[src/rtl/bft_out_scheduler.sv]
`timescale 1ns/1ps
// Round-robin scheduler that funnels several HLS ap_vld/ap_ack output streams into one
// BFT output slot, tagging each payload with its configured destination and sequence number.
module bft_out_scheduler #(
  parameter int unsigned NUM_OUT_PORTS = 3,
  parameter int unsigned PAYLOAD_BITS  = 32,
  parameter int unsigned NUM_LEAF_BITS = 4,
  parameter int unsigned NUM_PORT_BITS = 4,
  parameter int unsigned NUM_ADDR_BITS = 7,
  parameter int unsigned PACKET_BITS   = 2 + NUM_LEAF_BITS + NUM_PORT_BITS + NUM_ADDR_BITS
                                         + PAYLOAD_BITS,
  parameter int unsigned INIT_CREDIT   = 64
) (
  input  logic                                    clk_i,
  input  logic                                    reset_i,
  input  logic                                    enable_i,
  input  logic [NUM_OUT_PORTS*PAYLOAD_BITS-1:0]   din_user_i,
  input  logic [NUM_OUT_PORTS-1:0]                vld_user_i,
  output logic [NUM_OUT_PORTS-1:0]                ack_user_o,
  input  logic                                    cfg_wr_i,
  input  logic [NUM_PORT_BITS-1:0]                cfg_sel_i,
  input  logic [NUM_LEAF_BITS-1:0]                cfg_leaf_i,
  input  logic [NUM_PORT_BITS-1:0]                cfg_port_i,
  input  logic                                    credit_vld_i,
  input  logic [NUM_PORT_BITS-1:0]                credit_sel_i,
  input  logic [7:0]                              credit_amt_i,
  output logic [PACKET_BITS-1:0]                  dout_pkt_o,
  input  logic                                    bft_ready_i
);

  localparam int unsigned PtrW = (NUM_OUT_PORTS > 1) ? $clog2(NUM_OUT_PORTS) : 1;

  logic [NUM_OUT_PORTS-1:0] tbl_vld_q;
  logic [NUM_LEAF_BITS-1:0] tbl_leaf_q [NUM_OUT_PORTS];
  logic [NUM_PORT_BITS-1:0] tbl_port_q [NUM_OUT_PORTS];
  logic [7:0]               credit_q   [NUM_OUT_PORTS];
  logic [7:0]               credit_d   [NUM_OUT_PORTS];
  logic [NUM_ADDR_BITS-1:0] seq_q      [NUM_OUT_PORTS];
  logic [PtrW-1:0]          rr_q, rr_d;
  logic [PACKET_BITS-1:0]   pkt_q, pkt_d;

  logic                     slot_free;
  logic [NUM_OUT_PORTS-1:0] eligible;
  logic                     grant_vld;
  logic [PtrW-1:0]          grant_idx;
  logic [PAYLOAD_BITS-1:0]  grant_payload;

  // The slot's valid bit doubles as the EMPTY/FULL state.
  assign slot_free = ~pkt_q[PACKET_BITS-1] | bft_ready_i;

  always_comb begin
    for (int unsigned i = 0; i < NUM_OUT_PORTS; i++) begin
      eligible[i] = enable_i & vld_user_i[i] & tbl_vld_q[i] & (credit_q[i] != 8'd0);
    end
  end

  // First eligible port at or after the pointer, searching upward with wrap.
  always_comb begin
    logic [PtrW-1:0] idx;
    idx       = '0;
    grant_vld = 1'b0;
    grant_idx = '0;
    for (int unsigned k = 0; k < NUM_OUT_PORTS; k++) begin
      idx = PtrW'((32'(rr_q) + k) % NUM_OUT_PORTS);
      if (!grant_vld && eligible[idx]) begin
        grant_vld = 1'b1;
        grant_idx = idx;
      end
    end
    if (!slot_free) begin
      grant_vld = 1'b0;
    end
  end

  always_comb begin
    ack_user_o    = '0;
    grant_payload = '0;
    for (int unsigned i = 0; i < NUM_OUT_PORTS; i++) begin
      if (grant_vld && grant_idx == PtrW'(i)) begin
        ack_user_o[i] = 1'b1;
        grant_payload = din_user_i[i*PAYLOAD_BITS +: PAYLOAD_BITS];
      end
    end
  end

  always_comb begin
    if (grant_vld) begin
      pkt_d = {1'b1, 1'b0, tbl_leaf_q[grant_idx], tbl_port_q[grant_idx], seq_q[grant_idx],
               grant_payload};
    end else if (slot_free) begin
      pkt_d = '0;
    end else begin
      pkt_d = pkt_q;
    end
  end

  always_comb begin
    rr_d = rr_q;
    if (grant_vld) begin
      rr_d = (32'(grant_idx) == NUM_OUT_PORTS - 1) ? '0 : grant_idx + 1'b1;
    end
  end

  // Return and grant on the same port net out before saturation.
  always_comb begin
    logic [9:0] sum;
    sum = '0;
    for (int unsigned i = 0; i < NUM_OUT_PORTS; i++) begin
      sum = {2'b00, credit_q[i]};
      if (credit_vld_i && credit_sel_i == NUM_PORT_BITS'(i)) begin
        sum = sum + {2'b00, credit_amt_i};
      end
      if (grant_vld && grant_idx == PtrW'(i)) begin
        sum = sum - 10'd1;
      end
      if (sum > 10'(INIT_CREDIT)) begin
        sum = 10'(INIT_CREDIT);
      end
      credit_d[i] = sum[7:0];
    end
  end

  always_ff @(posedge clk_i or posedge reset_i) begin
    if (reset_i) begin
      pkt_q     <= '0;
      rr_q      <= '0;
      tbl_vld_q <= '0;
      for (int unsigned i = 0; i < NUM_OUT_PORTS; i++) begin
        tbl_leaf_q[i] <= '0;
        tbl_port_q[i] <= '0;
        credit_q[i]   <= 8'(INIT_CREDIT);
        seq_q[i]      <= '0;
      end
    end else begin
      pkt_q <= pkt_d;
      rr_q  <= rr_d;
      for (int unsigned i = 0; i < NUM_OUT_PORTS; i++) begin
        credit_q[i] <= credit_d[i];
        if (grant_vld && grant_idx == PtrW'(i)) begin
          seq_q[i] <= seq_q[i] + 1'b1;
        end
        if (cfg_wr_i && cfg_sel_i == NUM_PORT_BITS'(i)) begin
          tbl_vld_q[i]  <= 1'b1;
          tbl_leaf_q[i] <= cfg_leaf_i;
          tbl_port_q[i] <= cfg_port_i;
        end
      end
    end
  end

  assign dout_pkt_o = pkt_q;

endmodule

[config.mk]
export PLATFORM = sky130hd
export DESIGN_NAME = bft_out_scheduler
export DESIGN_NICKNAME = d
export VERILOG_FILES = /design/src/rtl/bft_out_scheduler.sv
export SDC_FILE = /design/constraint.sdc
export NUM_CORES = 1
export LEC_CHECK = 0
export BUFFER_PORTS_ARGS = -buffer_cell sky130_fd_sc_hd__buf_2
export CELL_PAD_IN_SITES_DETAIL_PLACEMENT = 0
export CELL_PAD_IN_SITES_GLOBAL_PLACEMENT = 1
export CORE_ASPECT_RATIO = 0.75
export CORE_MARGIN = 2
export CORE_UTILIZATION = 35
export CTS_BUF_LIST = sky130_fd_sc_hd__clkbuf_8 sky130_fd_sc_hd__clkbuf_16
export DETAILED_ROUTE_END_ITERATION = 10
export PLACE_DENSITY = 0.82
export SYNTH_ARGS = -nofsm -noshare
export SYNTH_HDL_FRONTEND = slang
export SYNTH_SLANG_ARGS = --single-unit
[constraint.sdc]
create_clock -name clk_i -period 3.99 [get_ports clk_i]
set_clock_uncertainty 0.05 [all_clocks]
set_input_delay 0.1995 -clock clk_i [delete_from_list [all_inputs] [get_ports clk_i]]
set_output_delay 0.1995 -clock clk_i [all_outputs]
set_load 0.1 [all_outputs]
==> flow_summary.toml <==
[run_status]
violations = "negative hold slack"
status = "finished with violations"

[clock_tree]
cts_tree = "built"
cts-htree-levels = 4
clk_pin_slew_ns = 0.06
numCtsBuffers = 17
cts.sinks = 122
postCtsResizedCells = 0
clk_latency_ns = 0.41
root_buffer = "clkbuf_16"
postCtsSetupBuffers = 0
clk_path_buf_depth = 2

[global_route]
track_usage_pct = 18.0
grt_max_degree = 79
grt_pass1_wl_um = 32500
grt_pass1_vias = 6204
grt.overflow.total = 0
antenna_found_initial = 1

[synthesis]
ys_seq_elements = 122
synth_ff_type = "dfrtp_1"
async_reset_ff_share_pct = 100
postSynthAreaPerCell_um2 = 9.40
ys_warn_count = 0
ys_types = 69
netlist_instances = 797
netlist_area_mm2 = 0.00749
synth-edff-count = 0
yosysSeqAreaShare_pct = 40.8

[placed_design]
dp_hpwl_um = 15200
gp_congestion = 0.852
post-place-ws_ns = 0.618
portBuffers = 179

[setup_path]
worstPathMaxFanout = 20
startpoint_type = "register"
required_ns = 3.74
end_kind = "output port"
cp.arrival_ns = 3.39
critPathKind = "register to output port"
rr_worst_depth = 12

[route]
vias = 6550
drc = 0
antenna_left = 0
drt_iter0_markers = 418
routed_wl_um = 20400
routedWlPerCell_um = 15.8
routed-wl-met3_um = 1080
wl_met2_um = 9130
maxUsedRoutingLayer = "met5"
detail_route.vias_per_cell = 5.09
wl_met1_um = 9860
drt_pass1_iterations = 5

[layout]
drive_gt1_share_pct = 27.7
syn2layout_area_growth_pct = 26.4
antennaDiodeCount = 0
nets = 1152

[floorplanning]
die_area_mm2 = 0.0226
ios = 181
coreArea_mm2 = 0.0211
die_w_um = 173
rows = 46
start_util_pct = 35.6
die_y_um = 131

[timing]
fin_setup_tns_ns = 0
worst_hold_slack_ns = -0.0210
fmax_ghz = 0.275
relSlewSlack_pct = 33.8
fin_crit_ns = 3.64
slew_violations = 0
worst_slack_ns = 0.353
hold_violations = 49
rsz0062_at_grt = "no"
worst-slew-pin-transition_ns = 0.993
setup_viol = 0
fin_crit_sh_pct = 91.1

[worst_hold_path]
hold_class = "primary input to async pin"

[power_and_ir_drop]
p_leak_nw = 4.45
vdd_drop_max_v = 0.000548
power_density_mw_per_mm2 = 694

[flow_run]
drv_cap = 0
-- layout make-up --
type                       count  area (um^2)
fill                        2070        11600
multi-input combinational    626         4260
sequential                   122         3060
timing repair buffer         200         1090
clock buffer                  17          425
tap                          288          360
clock inverter                15          201
inverter                      20         77.6
-- layer usage --
metal / vias to the layer above / global-route usage [%]
li1: 3268 / -
met1: 3063 / 24.2
met2: 197 / 29.3
met3: 20 / 3.91
met4: 2 / 5.33
met5: - / 0
-- what timing repair did --
| action | 4_1_cts | 5_1_grt |
|---|---|---|
| hold endpoints to repair | 24 | 0 |
| setup endpoints to repair | 0 | 0 |
| hold buffers | 8 | 0 |
-- sequential cells by signal, summed over array words and instances (netlist names) --
name,cells
credit_q,24
tbl_port_q,12
dout_pkt_o,48
seq_q,21
tbl_leaf_q,12
rr_q,2
tbl_vld_q,3
-- through the flow --
stage | utilization, % | std cells | hold slack [ns] | power (mW) | cell area (um^2)
final | 45.0 | 1288 | -0.0210 | 6.57 | 9470
after global routing | 45.0 | 1288 | 0.0381 | 6.97 | 9470
after CTS | 45.0 | 1288 | 0.00116 | 6.62 | 9470
after detailed placement | 41.6 | 1248 | 0.403 | 4.95 | 8760
after global placement | 41.6 | 1248 | 0.402 | 4.92 | 8760
after floorplan | - | 800 | 0.300 | 4.24 | 7500
-- cell usage in the layout (no fill, tap or decap), drive strengths merged, types with 9 or more instances in the layout --
cell and instances:
nor2 38, nand3 14, xor2 12, nor4 12, inv 28, nand4 13
nand2 136, mux2i 46, nor3 15, xnor2 36, o21ai 83, a222oi 14
ha 33, buf 192, mux2 30, clkbuf 17, a21o 9, dfrtp 119
a21oi 24
-- logic make-up after synthesis --
logic type	after synthesis	synth area share, %
compound gates	188	16.8
simple gates	274	17.0
xor+xnor	48	5.61
fa+ha+maj	36	6.31
mux	76	10.7
buf+inv	52	2.77
other cells	1	0.0501
flops	122	40.8
-- critical path, cell delays in order, from the launching register on --
cell	delay, ns
dfstp_2	0.55
nor4_1	0.06
a21oi_1	0.42
nand2_1	0.25
a31oi_1	0.50
o311ai_4	0.26
inv_2	0.18
buf_4	0.27
buf_2	0.47
-- final timing paths --
kind	startpoint	endpoint	slack (ns)
worst max-delay path	credit_q[22]$_DFF_PP1_	ack_user_o[0]	0.35
worst min-delay path	reset_i	tbl_leaf_q[9]$_DFFE_PP0P_	-0.02
worst max register to register	credit_q[16]$_DFF_PP0_	credit_q[17]$_DFF_PP0_	0.58
worst min register to register	tbl_vld_q[2]$_DFFE_PP0P_	tbl_vld_q[2]$_DFFE_PP0P_	0.42
max in group asynchronous	reset_i	credit_q[6]$_DFF_PP1_	3.07
min in group clk_i	bft_ready_i	dout_pkt_o[48]$_DFFE_PP0P_	0.03
-- cell usage after synthesis, types with 6 or more instances --
library cell / n / area [um^2]
a211oi_1: 7 / 52.6
a21o_1: 9 / 67.6
a21oi_1: 24 / 120
a222oi_1: 14 / 140
and2_1: 7 / 43.8
and3_1: 6 / 37.5
buf_1: 6 / 22.5
buf_2: 7 / 35.0
clkbuf_1: 18 / 67.6
dfrtp_1: 119 / 2980
ha_1: 33 / 413
inv_1: 19 / 71.3
mux2_2: 29 / 327
mux2i_1: 46 / 460
nand2_1: 136 / 510
nand2b_1: 7 / 43.8
nand3_1: 14 / 70.1
nand4_1: 13 / 81.3
nor2_1: 38 / 143
nor2b_1: 6 / 37.5
nor3_1: 15 / 75.1
nor4_1: 11 / 68.8
o21ai_0: 81 / 405
or3_1: 7 / 43.8
xnor2_1: 36 / 315
xor2_1: 12 / 105
-- power breakdown --
group          switching [mW]  internal, mW  total [mW]
combinational            2.28         0.912        3.19
clock                   0.632          1.01        1.64
sequential              0.207          1.54        1.74
total                    3.12          3.46        6.57
Note: power is estimated with default switching activity, not from simulation.
